$ cat src/rtl/uart_alu_pkg.sv
// Shared opcodes, FSM state encoding and opcode width for the UART ALU user endpoint.
package uart_alu_pkg;

  localparam int unsigned NB_OP = 6;

  localparam logic [NB_OP-1:0] OP_ADD = 6'h20;
  localparam logic [NB_OP-1:0] OP_SUB = 6'h22;
  localparam logic [NB_OP-1:0] OP_AND = 6'h24;
  localparam logic [NB_OP-1:0] OP_OR  = 6'h25;
  localparam logic [NB_OP-1:0] OP_XOR = 6'h26;
  localparam logic [NB_OP-1:0] OP_NOR = 6'h27;
  localparam logic [NB_OP-1:0] OP_SRA = 6'h03;
  localparam logic [NB_OP-1:0] OP_SRL = 6'h02;

  typedef enum logic [2:0] {
    S_A    = 3'd0,
    S_B    = 3'd1,
    S_OP   = 3'd2,
    S_CALC = 3'd3,
    S_SEND = 3'd4
  } state_t;

endpackage

$ cat src/rtl/uart_alu_interface_if.sv
// FIFO-side bundle of the UART ALU endpoint; master is the endpoint, slave is the UART FIFO pair.
interface uart_alu_interface_if #(
  parameter int unsigned NB_DATA = 8,
  parameter int unsigned NB_OP   = 6
);
  logic               i_rx_empty;
  logic [NB_DATA-1:0] i_r_data;
  logic               o_rd_uart;
  logic               i_tx_full;
  logic               o_wr_uart;
  logic [NB_DATA-1:0] o_w_data;
  logic [NB_DATA-1:0] o_a;
  logic [NB_DATA-1:0] o_b;
  logic [NB_OP-1:0]   o_op;

  modport master (
    input  i_rx_empty, i_r_data, i_tx_full,
    output o_rd_uart, o_wr_uart, o_w_data, o_a, o_b, o_op
  );

  modport slave (
    output i_rx_empty, i_r_data, i_tx_full,
    input  o_rd_uart, o_wr_uart, o_w_data, o_a, o_b, o_op
  );
endinterface

$ cat src/rtl/uart_alu_interface_alu.sv
// Combinational ALU: result = a op b truncated to NB_DATA, unknown opcodes give 0.
module alu
  import uart_alu_pkg::*;
#(
  parameter int unsigned NB_DATA = 8,
  parameter int unsigned NB_OP   = uart_alu_pkg::NB_OP
) (
  input  logic [NB_DATA-1:0] i_a,
  input  logic [NB_DATA-1:0] i_b,
  input  logic [NB_OP-1:0]   i_op,
  output logic [NB_DATA-1:0] o_result
);

  // Shifts use the full b; oversized amounts saturate to sign fill / zero.
  always_comb begin
    o_result = '0;
    case (i_op)
      OP_ADD:  o_result = i_a + i_b;
      OP_SUB:  o_result = i_a - i_b;
      OP_AND:  o_result = i_a & i_b;
      OP_OR:   o_result = i_a | i_b;
      OP_XOR:  o_result = i_a ^ i_b;
      OP_NOR:  o_result = ~(i_a | i_b);
      OP_SRA:  o_result = NB_DATA'($signed(i_a) >>> i_b);
      OP_SRL:  o_result = i_a >> i_b;
      default: o_result = '0;
    endcase
  end

endmodule

$ cat src/rtl/uart_alu_interface.sv
// UART user endpoint: pops A, B, OP frames from rx FIFO, pushes alu(A,B,OP) to tx FIFO.
// Optional partial-frame timeout enabled by defining UART_IF_TIMEOUT_EN.
module uart_alu_interface
  import uart_alu_pkg::*;
#(
  parameter int unsigned NB_DATA       = 8,
  parameter int unsigned NB_OP         = uart_alu_pkg::NB_OP,
  parameter int unsigned TIMEOUT_TICKS = 1000000,
  parameter int unsigned NB_TIMEOUT    = 20
) (
  input  logic               i_clk,
  input  logic               i_reset,
  uart_alu_interface_if.master bus
);

  if ((64'(1) << NB_TIMEOUT) <= 64'(TIMEOUT_TICKS)) begin : g_bad_timeout_width
    $error("NB_TIMEOUT too narrow for TIMEOUT_TICKS");
  end

  state_t             state, state_next;
  logic               pop;
  logic               tmo_hit;
  logic [NB_DATA-1:0] result_q, result_d, alu_res;
  logic               rd_d, wr_d;
  logic [NB_DATA-1:0] a_d, b_d, w_data_d;
  logic [NB_OP-1:0]   op_d;

  // The FIFO head still shows the popped word while o_rd_uart is high, so never re-pop then.
  always_comb begin
    pop = !bus.i_rx_empty && !bus.o_rd_uart;
  end

`ifdef UART_IF_TIMEOUT_EN
  logic [NB_TIMEOUT-1:0] tmo_cnt;

  always_comb begin
    tmo_hit = ((state == S_B) || (state == S_OP)) && bus.i_rx_empty &&
              (tmo_cnt == NB_TIMEOUT'(TIMEOUT_TICKS - 1));
  end

  always_ff @(posedge i_clk) begin
    if (i_reset) begin
      tmo_cnt <= '0;
    end else if (pop || !((state == S_B) || (state == S_OP))) begin
      tmo_cnt <= '0;
    end else if (bus.i_rx_empty) begin
      tmo_cnt <= tmo_cnt + NB_TIMEOUT'(1);
    end
  end
`else
  always_comb begin
    tmo_hit = 1'b0;
  end
`endif

  alu #(.NB_DATA(NB_DATA), .NB_OP(NB_OP)) u_alu (
    .i_a      (bus.o_a),
    .i_b      (bus.o_b),
    .i_op     (bus.o_op),
    .o_result (alu_res)
  );

  always_ff @(posedge i_clk) begin
    if (i_reset) state <= S_A;
    else         state <= state_next;
  end

  always_comb begin
    state_next = state;
    case (state)
      S_A:    if (pop) state_next = S_B;
      S_B:    if (pop) state_next = S_OP;   else if (tmo_hit) state_next = S_A;
      S_OP:   if (pop) state_next = S_CALC; else if (tmo_hit) state_next = S_A;
      S_CALC: state_next = S_SEND;
      S_SEND: if (!bus.i_tx_full) state_next = S_A;
      default: state_next = S_A;
    endcase
  end

  // Next values of the registered outputs; operands hold across timeouts.
  always_comb begin
    rd_d     = 1'b0;
    wr_d     = 1'b0;
    a_d      = bus.o_a;
    b_d      = bus.o_b;
    op_d     = bus.o_op;
    w_data_d = bus.o_w_data;
    result_d = result_q;
    case (state)
      S_A: if (pop) begin
        rd_d = 1'b1;
        a_d  = bus.i_r_data;
      end
      S_B: if (pop) begin
        rd_d = 1'b1;
        b_d  = bus.i_r_data;
      end
      S_OP: if (pop) begin
        rd_d = 1'b1;
        op_d = bus.i_r_data[NB_OP-1:0];
      end
      S_CALC: result_d = alu_res;
      S_SEND: if (!bus.i_tx_full) begin
        wr_d     = 1'b1;
        w_data_d = result_q;
      end
      default: ;
    endcase
  end

  always_ff @(posedge i_clk) begin
    if (i_reset) begin
      bus.o_rd_uart <= 1'b0;
      bus.o_wr_uart <= 1'b0;
      bus.o_w_data  <= '0;
      bus.o_a       <= '0;
      bus.o_b       <= '0;
      bus.o_op      <= '0;
      result_q      <= '0;
    end else begin
      bus.o_rd_uart <= rd_d;
      bus.o_wr_uart <= wr_d;
      bus.o_w_data  <= w_data_d;
      bus.o_a       <= a_d;
      bus.o_b       <= b_d;
      bus.o_op      <= op_d;
      result_q      <= result_d;
    end
  end

endmodule

$ cat src/flat_wrapper.sv
// flat-port wrapper written by rule: the top's interface ports become plain ports
module uart_alu_interface_flat import uart_alu_pkg::*;
#(
  parameter int unsigned NB_DATA       = 8,
  parameter int unsigned NB_OP         = uart_alu_pkg::NB_OP,
  parameter int unsigned TIMEOUT_TICKS = 1000000,
  parameter int unsigned NB_TIMEOUT    = 20
)
  (i_clk, i_reset, bus_i_rx_empty, bus_i_r_data, bus_i_tx_full, bus_o_rd_uart, bus_o_wr_uart, bus_o_w_data, bus_o_a, bus_o_b, bus_o_op);
  uart_alu_interface_if #(.NB_DATA(NB_DATA), .NB_OP(NB_OP)) bus_i ();
  input  logic i_clk;
  input  logic i_reset;
  input wire logic [$bits(bus_i.i_rx_empty)-1:0] bus_i_rx_empty;
  input wire logic [$bits(bus_i.i_r_data)-1:0] bus_i_r_data;
  input wire logic [$bits(bus_i.i_tx_full)-1:0] bus_i_tx_full;
  output wire logic [$bits(bus_i.o_rd_uart)-1:0] bus_o_rd_uart;
  output wire logic [$bits(bus_i.o_wr_uart)-1:0] bus_o_wr_uart;
  output wire logic [$bits(bus_i.o_w_data)-1:0] bus_o_w_data;
  output wire logic [$bits(bus_i.o_a)-1:0] bus_o_a;
  output wire logic [$bits(bus_i.o_b)-1:0] bus_o_b;
  output wire logic [$bits(bus_i.o_op)-1:0] bus_o_op;
  assign bus_i.i_rx_empty = bus_i_rx_empty;
  assign bus_i.i_r_data = bus_i_r_data;
  assign bus_i.i_tx_full = bus_i_tx_full;
  assign bus_o_rd_uart = bus_i.o_rd_uart;
  assign bus_o_wr_uart = bus_i.o_wr_uart;
  assign bus_o_w_data = bus_i.o_w_data;
  assign bus_o_a = bus_i.o_a;
  assign bus_o_b = bus_i.o_b;
  assign bus_o_op = bus_i.o_op;
  uart_alu_interface #(.NB_DATA(NB_DATA), .NB_OP(NB_OP), .TIMEOUT_TICKS(TIMEOUT_TICKS), .NB_TIMEOUT(NB_TIMEOUT)) u_core (.i_clk(i_clk), .i_reset(i_reset), .bus(bus_i));
endmodule
$ cat config.mk
export PLATFORM = sky130hd
export DESIGN_NAME = uart_alu_interface_flat
export DESIGN_NICKNAME = d
export VERILOG_FILES = /design/src/rtl/uart_alu_pkg.sv /design/src/rtl/uart_alu_interface_if.sv /design/src/rtl/uart_alu_interface_alu.sv /design/src/rtl/uart_alu_interface.sv /design/src/flat_wrapper.sv
export SDC_FILE = /design/constraint.sdc
export NUM_CORES = 1
export LEC_CHECK = 0
export ABC_AREA = 1
export CORE_ASPECT_RATIO = 1.4
export CORE_MARGIN = 2
export CORE_UTILIZATION = 35
export CTS_BUF_LIST = sky130_fd_sc_hd__clkbuf_8
export DETAILED_ROUTE_END_ITERATION = 7
export HOLD_SLACK_MARGIN = 0.06
export PLACE_DENSITY = 0.56
export REMOVE_ABC_BUFFERS = 1
export SYNTH_ARGS = -nofsm -noshare
export SYNTH_HDL_FRONTEND = slang
export SYNTH_HIERARCHICAL = 1
export SYNTH_SLANG_ARGS = --single-unit
export TNS_END_PERCENT = 100
$ cat constraint.sdc
create_clock -name i_clk -period 3.15 [get_ports i_clk]
set_input_delay 0.7875 -clock i_clk [delete_from_list [all_inputs] [get_ports i_clk]]
set_output_delay 0.7875 -clock i_clk [all_outputs]
set_load 0.02 [all_outputs]
# Word-level counts from Yosys, hierarchy flattened
# Cells that the tools add are included.
# W data, S select, Z words.
op_classes:
  eq_ne: 16
  muxes: 8
  n_addsub: 2
  bitwise: 7
  shift: 2
  n_reduce_logical: 12
ops:
  columns: ["cell", "n"]
  rows:
  - ["$pmux W8 S8", 1]
  - ["$eq A6 B6 Y1 const B", 6]
  - ["$pmux W3 S5", 1]
  - ["$eq A6 B2 Y1 const B", 2]
  - ["$mux W3", 4]
  - ["$add A8 B8 Y8", 1]
  - ["$and A8 B8 Y8", 1]
  - ["$not A8 Y8", 1]
  - ["$or A8 B8 Y8", 1]
  - ["$reduce_and A2 Y1", 4]
  - ["$shr A8 B8 Y8", 1]
  - ["$sshr A8 B8 Y8", 1]
  - ["$sub A8 B8 Y8", 1]
  - ["$xor A8 B8 Y8", 1]
  - ["$eq A3 B2 Y1 const B", 2]
  - ["$ne A2 B1 Y1 const B", 3]
  - ["$reduce_and A4 Y1", 1]
  - ["$reduce_or A2 Y1", 2]
  - ["$eq A3 B1 Y1 const B", 1]
  - ["$eq A3 B3 Y1 const B", 1]
  - ["$logic_not A3 Y1", 1]
  - ["$not A1 Y1", 3]
  - ["$reduce_or A3 Y1", 1]
  - ["$logic_not A1 Y1", 2]
  - ["other kinds (3)", 4]
totals:
  inputBits: 12
  wordCells: 55
  out_inout_bits: 32
  regBits: 43

# Longest topological paths before layout
# Gate-level depths: netlist of the first run.
depth:
  ltp_word: 4
  ltp_mapped: 18
  depth_no_buf: 18

# Modules after synthesis
# The synthesis of the first run kept the hierarchy.
by_module_without_submodules:
  columns: ["mod", "area_each_um2", "cells_per_inst", "n_inst"]
  rows:
  - ["alu", 1604.0, 292, 1]
  - ["uart_alu_interface", 1569.0, 196, 1]

# Worst setup path after synthesis of the first run
# No wires, ideal clock.
synth_timing:
  kind: "reg2reg"
  from: "register u_core.bus.o_b[1]"
  to: "register u_core.result_q[4]"
  slack_ns: 0.609
  path_stages_with_launch: 14
  arrival_ns: 2.425
  t_required_ns: 3.034
  path_buffers: 1
  cell_sequence: "dfxtp_1 inv_1 clkbuf_1 ha_1 nand2_1 o21ai_0 fa_1 o31ai_1 xnor2_1 nor2_1 nor2_1 nand2_1 nor2_1 nor2_1"
synth_between:
  elab_chain_cells: 2
  word_cells_on_any_way: 5
synth_rtl:
  columns: ["element", "line_no", "rtl"]
  rows:
  - ["start, declared", "uart_alu_interface_if.sv:18", "output o_rd_uart, o_wr_uart, o_w_data, o_a, o_b, o_op"]
  - ["start signal, assigned", "uart_alu_interface.sv:117", "bus.o_b <= '0;"]
  - ["start signal, assigned", "uart_alu_interface.sv:125", "bus.o_b <= b_d;"]
  - ["$sub A8 B8 Y8 (tied with other cells)", "uart_alu_interface_alu.sv:19", "OP_SUB: o_result = i_a - i_b;"]
  - ["$pmux W8 S8 *", "uart_alu_interface_alu.sv:17", "case (i_op)"]
  - ["via u_core.alu_res[4]", "uart_alu_interface.sv:23", "logic [NB_DATA-1:0] result_q, result_d, alu_res;"]
  - ["end signal, assigned", "uart_alu_interface.sv:127", "result_q <= result_d;"]
  - ["end, declared", "uart_alu_interface.sv:23", null]
# The timed path passes the listed nets; every way through them passes the cells marked *.
# A chain may end at the register's enable or synchronous reset.

# Worst setup path after layout of the first run
layout_timing:
  from: "register u_core.bus.o_op[5]"
  to: "register u_core.result_q[3]"
layout_between:
  elab_chain_cells: 2
  word_cells_on_any_way: 9
layout_rtl:
  columns: ["element", "line_no", "rtl"]
  rows:
  - ["start, declared", "uart_alu_interface_if.sv:18", null]
  - ["start signal, assigned", "uart_alu_interface.sv:126", "bus.o_op <= op_d;"]
  - ["$eq A6 B2 Y1 or $eq A6 B6 Y1 (tied branches)", "uart_alu_interface_alu.sv:17", null]
  - ["$pmux W8 S8 *", "uart_alu_interface_alu.sv:17", null]
  - ["via u_core.alu_res[3]", "uart_alu_interface.sv:23", null]
# Marks and branches as above.

==> results of run 1 <==
[through the flow]
stage / hold WS [ns] / setup WS (ns)
floorplan: 0.4654 / 0.4464
global placement: 0.4350 / 0.4317
detailed placement: 0.4342 / 0.4824
CTS: 0.4494 / 0.4590
global route: 0.4664 / 0.1857
finish: 0.4473 / 0.4367
[power by group]
group	total (uW)	internal, uW	switching [uW]
registers	614	567	46.8
clock network	372	159	214
logic	526	201	326
[logic make-up (layout without fill, tap and decap cells)]
kind of cell | Yosys count | count (layout) | share of synthesized area (%)
xor+xnor | 7 | 7 | 1.932
compound gates | 110 | 110 | 18.65
buf+inv | 79 | 124 | 10.21
flops | 43 | 43 | 27.13
simple gates | 224 | 224 | 31.98
fa+ha+maj | 25 | 25 | 10.09
[layer usage]
metal	up-vias	share of wire (%)	track usage, %
li1	1695	-	-
met1	1548	43	24.31
met2	101	50	37.20
met3	26	3.2	3.392
met4	0	3.9	10.37
met5	-	0	0
[cell type report]
type                       count  area, um^2  area share [%]
clock buffer                   5       68.82           1.806
clock inverter                 3       23.77          0.6240
inverter                      65       244.0           6.404
multi-input combinational    366        1988           52.18
sequential                    43       860.8           22.59
tap                          107       133.9           3.514
timing repair buffer          51       490.5           12.87
[cells in the mapped netlist, drive strengths merged]
cell type,number
xnor2,1
o21ai,52
inv,65
ha,24
nand3b,2
nand3,48
dfxtp,43
xor2,6
o31ai,1
a21oi,48
fa,1
nand4,6
a31o,1
o22ai,1
nand2,101
nor3,7
or2,2
clkbuf,6
buf,8
nor2,58
o2111ai,4
o211ai,3
[final timing paths]
| kind | end | start | slack [ns] | depth (start not counted) |
|---|---|---|---|---|
| setup / recovery | u_core/result_q[3] | u_core/bus.o_op[5] | 0.44 | 15 |
| hold / removal | u_core/bus.o_w_data[0] | u_core/bus.o_w_data[0] | 0.45 | 2 |
| setup reg to reg | u_core/result_q[3] | u_core/bus.o_op[5] | 0.44 | 15 |
| hold reg to reg | u_core/bus.o_w_data[0] | u_core/bus.o_w_data[0] | 0.45 | 2 |
[worst max-delay path: stages (launching register included)]
cell and delay [ns]:
dfxtp_1 0.42, nand2_2 0.12, nor2_2 0.22, nand2_2 0.16
o21ai_0 0.33, inv_1 0.09, ha_1 0.28, nand2_1 0.06
or2_1 0.23, nand2_1 0.10, nor2_1 0.05, nor3_1 0.25
nor2_1 0.09, nand2_1 0.12, nor2_1 0.06, nor2_1 0.09
[registers in the layout, indices dropped and copies added (netlist names)]
signal	flops
u_core/result_q	8
u_core/bus.o_a	8
u_core/bus.o_b	8
u_core/bus.o_op	6
u_core/bus.o_rd_uart	1
u_core/bus.o_w_data	8
u_core/state	3
u_core/bus.o_wr_uart	1
==> flow_metrics.tcl, run 1 <==
set metrics [dict create \
    mostFrequentLayoutCells "nand2_1 (96), inv_1 (57), nor2_1 (50)" \
    status "completed" \
    dp_cells 632 \
    dr.pass1.iters 5 \
    ys_types 36 \
    ys_top_cells_by_area "dfxtp_1 (27%), nand2_1 (11%), ha_1 (9.5%)" \
    grt_max_degree 18 \
    peakVddDrop_uv 345.1 \
    hpwl_um 7707 \
    synth-seq-cells 43 \
    place_congestion 0.9585 \
    fill_cells 1014 \
    cts_setup_buffers 0 \
    syn_to_final_growth_pct 20.07 \
    drc 0 \
    via_per_inst 5.266 \
    stdcell_area_um2 3810 \
    maxSlewViolCount 0 \
    die_y_um 116.7 \
    finalCriticalPeriod_ns 2.713 \
    nets 569 \
    std_cell_rows 41 \
    slew_headroom_pct 68.04 \
    critPathLaunchType "flip-flop" \
    rsz0062_at_grt "no" \
    ys_seq_area_share_pct 27.13 \
    die_area_um2 9854 \
    cts_tree "done" \
    clockBufferDepth 2 \
    initial_core_util_pct 35.55 \
    placed_area_um2 3717 \
    syn-cell-area_um2 3173 \
    die_width_um 84.47 \
    syn_area_per_cell_um2 6.502 \
    drt_first_iter_violations 176 \
    cp-end-kind "flip-flop" \
    grt_pass1_wl_um 16100 \
    setup_viol 0 \
    antenna_found_initial 0 \
    insertion_delay_ns 0.31 \
    cts_resized 0 \
    cts_hold_buf 0 \
    vias 3370 \
    io_buffer_count 43 \
    p_per_area_nw_per_um2 397.1 \
    drv_cap 0 \
    cp_max_fo 8 \
    overflow 0 \
    yosysWarnings 6 \
    layout-drive-gt1-share_pct 9.006 \
    synth_top_area_share_pct 27.13 \
    finish.utilization_pct 42.68 \
    clkTransAtPathRegs_ns 0.10 \
    synth_top_area_cell "dfxtp_1" \
    p_leak_uw 0.001656 \
    pin_count 44 \
    worstHoldPathType "reg -> reg" \
    cts_root_buf "clkbuf_8" \
    timing.final.crit_share_pct 86.14 \
    final_common_cell "nand2_1" \
    p_total_uw 1513 \
    core_area_um2 8926 \
    worstMarginPinSlew_ns 0.4787 \
    antenna_cells 0 \
    grt_pass1_vias 3239 \
    worstPathArrival_ns 2.97 \
    finClkSkew_ns 0.009211 \
    final_cells 640 \
    wl_um 9944 \
    htreeDepth 2 \
    max_freq_mhz 368.6 \
    synth_cells 488 \
    final.setup.tns_ns 0 \
    cts_buffers 5 \
    postRouteAntennaNets 0 \
    path_class "reg -> reg" \
    grt_usage_pct 20.88 \
    avgRoutedWirePerCell_um 15.54 \
    clkSinkCount 43 \
    hold_viol_final 0 \
    cp.required_ns 3.41 \
]
(Power assumes the default switching activity.)
==> inputs of run 2 (changes only) <==
--- a/config.mk
+++ b/config.mk
@@ -6,6 +6,7 @@
 export NUM_CORES = 1
 export LEC_CHECK = 0
 export ABC_AREA = 1
+export ABC_CLOCK_PERIOD_IN_PS = 3150
 export CORE_ASPECT_RATIO = 1.4
 export CORE_MARGIN = 2
 export CORE_UTILIZATION = 35
==> results of run 2 <==
Same layout as run 1: the final DEF is identical, and so are final timing and power.
==> inputs of run 3 (changes only) <==
--- a/config.mk
+++ b/config.mk
@@ -8,7 +8,7 @@
 export ABC_AREA = 1
 export ABC_CLOCK_PERIOD_IN_PS = 3150
 export CORE_ASPECT_RATIO = 1.4
-export CORE_MARGIN = 2
+export CORE_MARGIN = 1
 export CORE_UTILIZATION = 35
 export CTS_BUF_LIST = sky130_fd_sc_hd__clkbuf_8
 export DETAILED_ROUTE_END_ITERATION = 7
==> run 3 against run 2 <==
Net effect:
- clock power increased by 18%
- first-iteration DRC count shrank 24%
- via count is 1.1% lower
- wire length fell by 3.5%
- die area is 4.0% lower
- highest routed layer unchanged
- critical path type unchanged
- setup slack worse by 0.034 ns
- register-to-register slack worse by 0.03 ns
- worst hold slack got worse by 0.0028 ns
- non-clock buffer count stayed put
- clock skew shrank 0.0013 ns
==> flow_metrics.tcl, run 3 (same netlist as run 1, synthesis figures left out) <==
set metrics [dict create \
    crit_cells 16 \
    reg2reg_depth 16 \
    slew_headroom_pct 68.67 \
    syn_to_final_growth_pct 20.62 \
    cts_buffers 5 \
    finalCriticalPeriod_ns 2.747 \
    critPathLaunchType "flip-flop" \
    drc 0 \
    cts_hold_buf 0 \
    p_leak_uw 0.001672 \
    grt_pass1_vias 3206 \
    io_buffer_count 43 \
    place_congestion 0.9125 \
    antenna_cells 0 \
    cp-end-kind "flip-flop" \
    crit_buf_inv 0 \
    cp_max_fo 8 \
    worstPathArrival_ns 2.94 \
    pin_count 44 \
    setup_ws_ns 0.4031 \
    cp.required_ns 3.35 \
    path_cells "nor2_2, nand2_1, nor2_2, nand2_2, o21ai_1, nand2_1, xor2_1, ha_1, a21oi_1, o21ai_0, a21oi_1, nand3_1, nand3_1, nand2_1, nor2_1, nor2_1" \
    drv_cap 0 \
    max_freq_mhz 364.1 \
    cts_tree "done" \
    mostFrequentLayoutCells "nand2_1 (96), inv_1 (57), nor2_1 (50)" \
    timing.final.crit_share_pct 87.20 \
    worstMarginPinSlew_ns 0.4694 \
    critPathTopFamily "simple AND/OR/NAND/NOR gates" \
    grt_pass1_wl_um 15670 \
    antenna_found_initial 0 \
    clockBufferDepth 2 \
    htreeDepth 2 \
    peakVddDrop_uv 329.0 \
    final_common_cell "nand2_1" \
    p_per_area_nw_per_um2 411.8 \
    nets 569 \
    cts_root_buf "clkbuf_8" \
    maxSlewViolCount 0 \
    status "completed" \
    max_stage_delay_ns 0.35 \
    initial_core_util_pct 36.44 \
    vias 3334 \
    holdPathStages 2 \
    cts_resized 0 \
    final.setup.tns_ns 0 \
    wl_um 9595 \
    hold_viol_final 0 \
    layout-drive-gt1-share_pct 9.006 \
    postRouteAntennaNets 0 \
    worstHoldPathType "reg -> reg" \
    dp_slack_ns 0.4405 \
    p_total_uw 1576 \
    core_area_um2 8708 \
    avgRoutedWirePerCell_um 15.04 \
    clkSinkCount 43 \
    overflow 0 \
    via_per_inst 5.226 \
    cts_setup_buffers 0 \
    die_width_um 82.47 \
    setup_viol 0 \
    dr.pass1.iters 5 \
    grt_usage_pct 22.25 \
    finish.utilization_pct 43.95 \
    die_area_um2 9456 \
    insertion_delay_ns 0.30 \
    finClkSkew_ns 0.007902 \
    clkTransAtPathRegs_ns 0.09 \
    grt_max_degree 33 \
    drt_first_iter_violations 134 \
    cp_common_cell "nand2_1" \
    die_y_um 114.7 \
    hpwl_um 7549 \
    rsz0062_at_grt "no" \
    crit_path_top_delay_cell "dfxtp_1" \
    std_cell_rows 40 \
    path_class "reg -> reg" \
]
run 3: cell types whose count changed in the layout (fill, tap and decap cells not counted), sizes merged:
cell | before | now
inv | 66 | 65
bufinv | 0 | 1
clkinvlp | 2 | 0
clkinv | 0 | 2
run 3: power by group:
| part | internal [uW] | leakage, uW | switching, uW | total (uW) |
|---|---|---|---|---|
| Sequential | 567 | 0.000350 | 43.8 | 611 |
| Combinational | 200 | 0.00126 | 325 | 525 |
| Clock | 236 | 0.0000581 | 203 | 440 |
run 3: worst min-delay path, delay by kind of cell, from the launching register on:
kind / cells / cell delay [ns]
buffers and inverters: 1 / 0.04
flip-flops: 1 / 0.31
AO/OA/AOI/OAI: 1 / 0.05
run 3: final timing paths:
check / startpoint / end / slack [ns]
setup reg to reg: u_core/bus.o_op[3] / u_core/result_q[7] / 0.40
setup / recovery: u_core/bus.o_op[3] / u_core/result_q[7] / 0.40
hold reg to reg: u_core/bus.o_w_data[2] / u_core/bus.o_w_data[2] / 0.44
hold / removal: u_core/bus.o_w_data[2] / u_core/bus.o_w_data[2] / 0.44
run 3: final cells by class:
cell class	count	area, um^2
Clock inverter	3	43.79
Sequential cell	43	860.8
Fill cell	966	4881
Multi-Input combinational cell	366	1988
Inverter	65	244.0
Timing Repair Buffer	51	490.5
Tap cell	105	131.4
Clock buffer	5	68.82
run 3: per-stage QoR:
step	cells	area (um^2)	hold WS, ns
floorplan	474	3093	0.4654
global placement	630	3715	0.4364
detailed placement	630	3715	0.4353
CTS	638	3827	0.4492
global route	638	3827	0.4662
finish	638	3827	0.4445
run 3: layer usage:
metal | global-route usage (%) | wire length [um] | vias to the layer above
li1 | - | - | 1702
met1 | 26.24 | 4091 | 1510
met2 | 38.46 | 4776 | 94
met3 | 2.709 | 320 | 28
met4 | 11.35 | 407 | 0
met5 | 0 | 0 | -
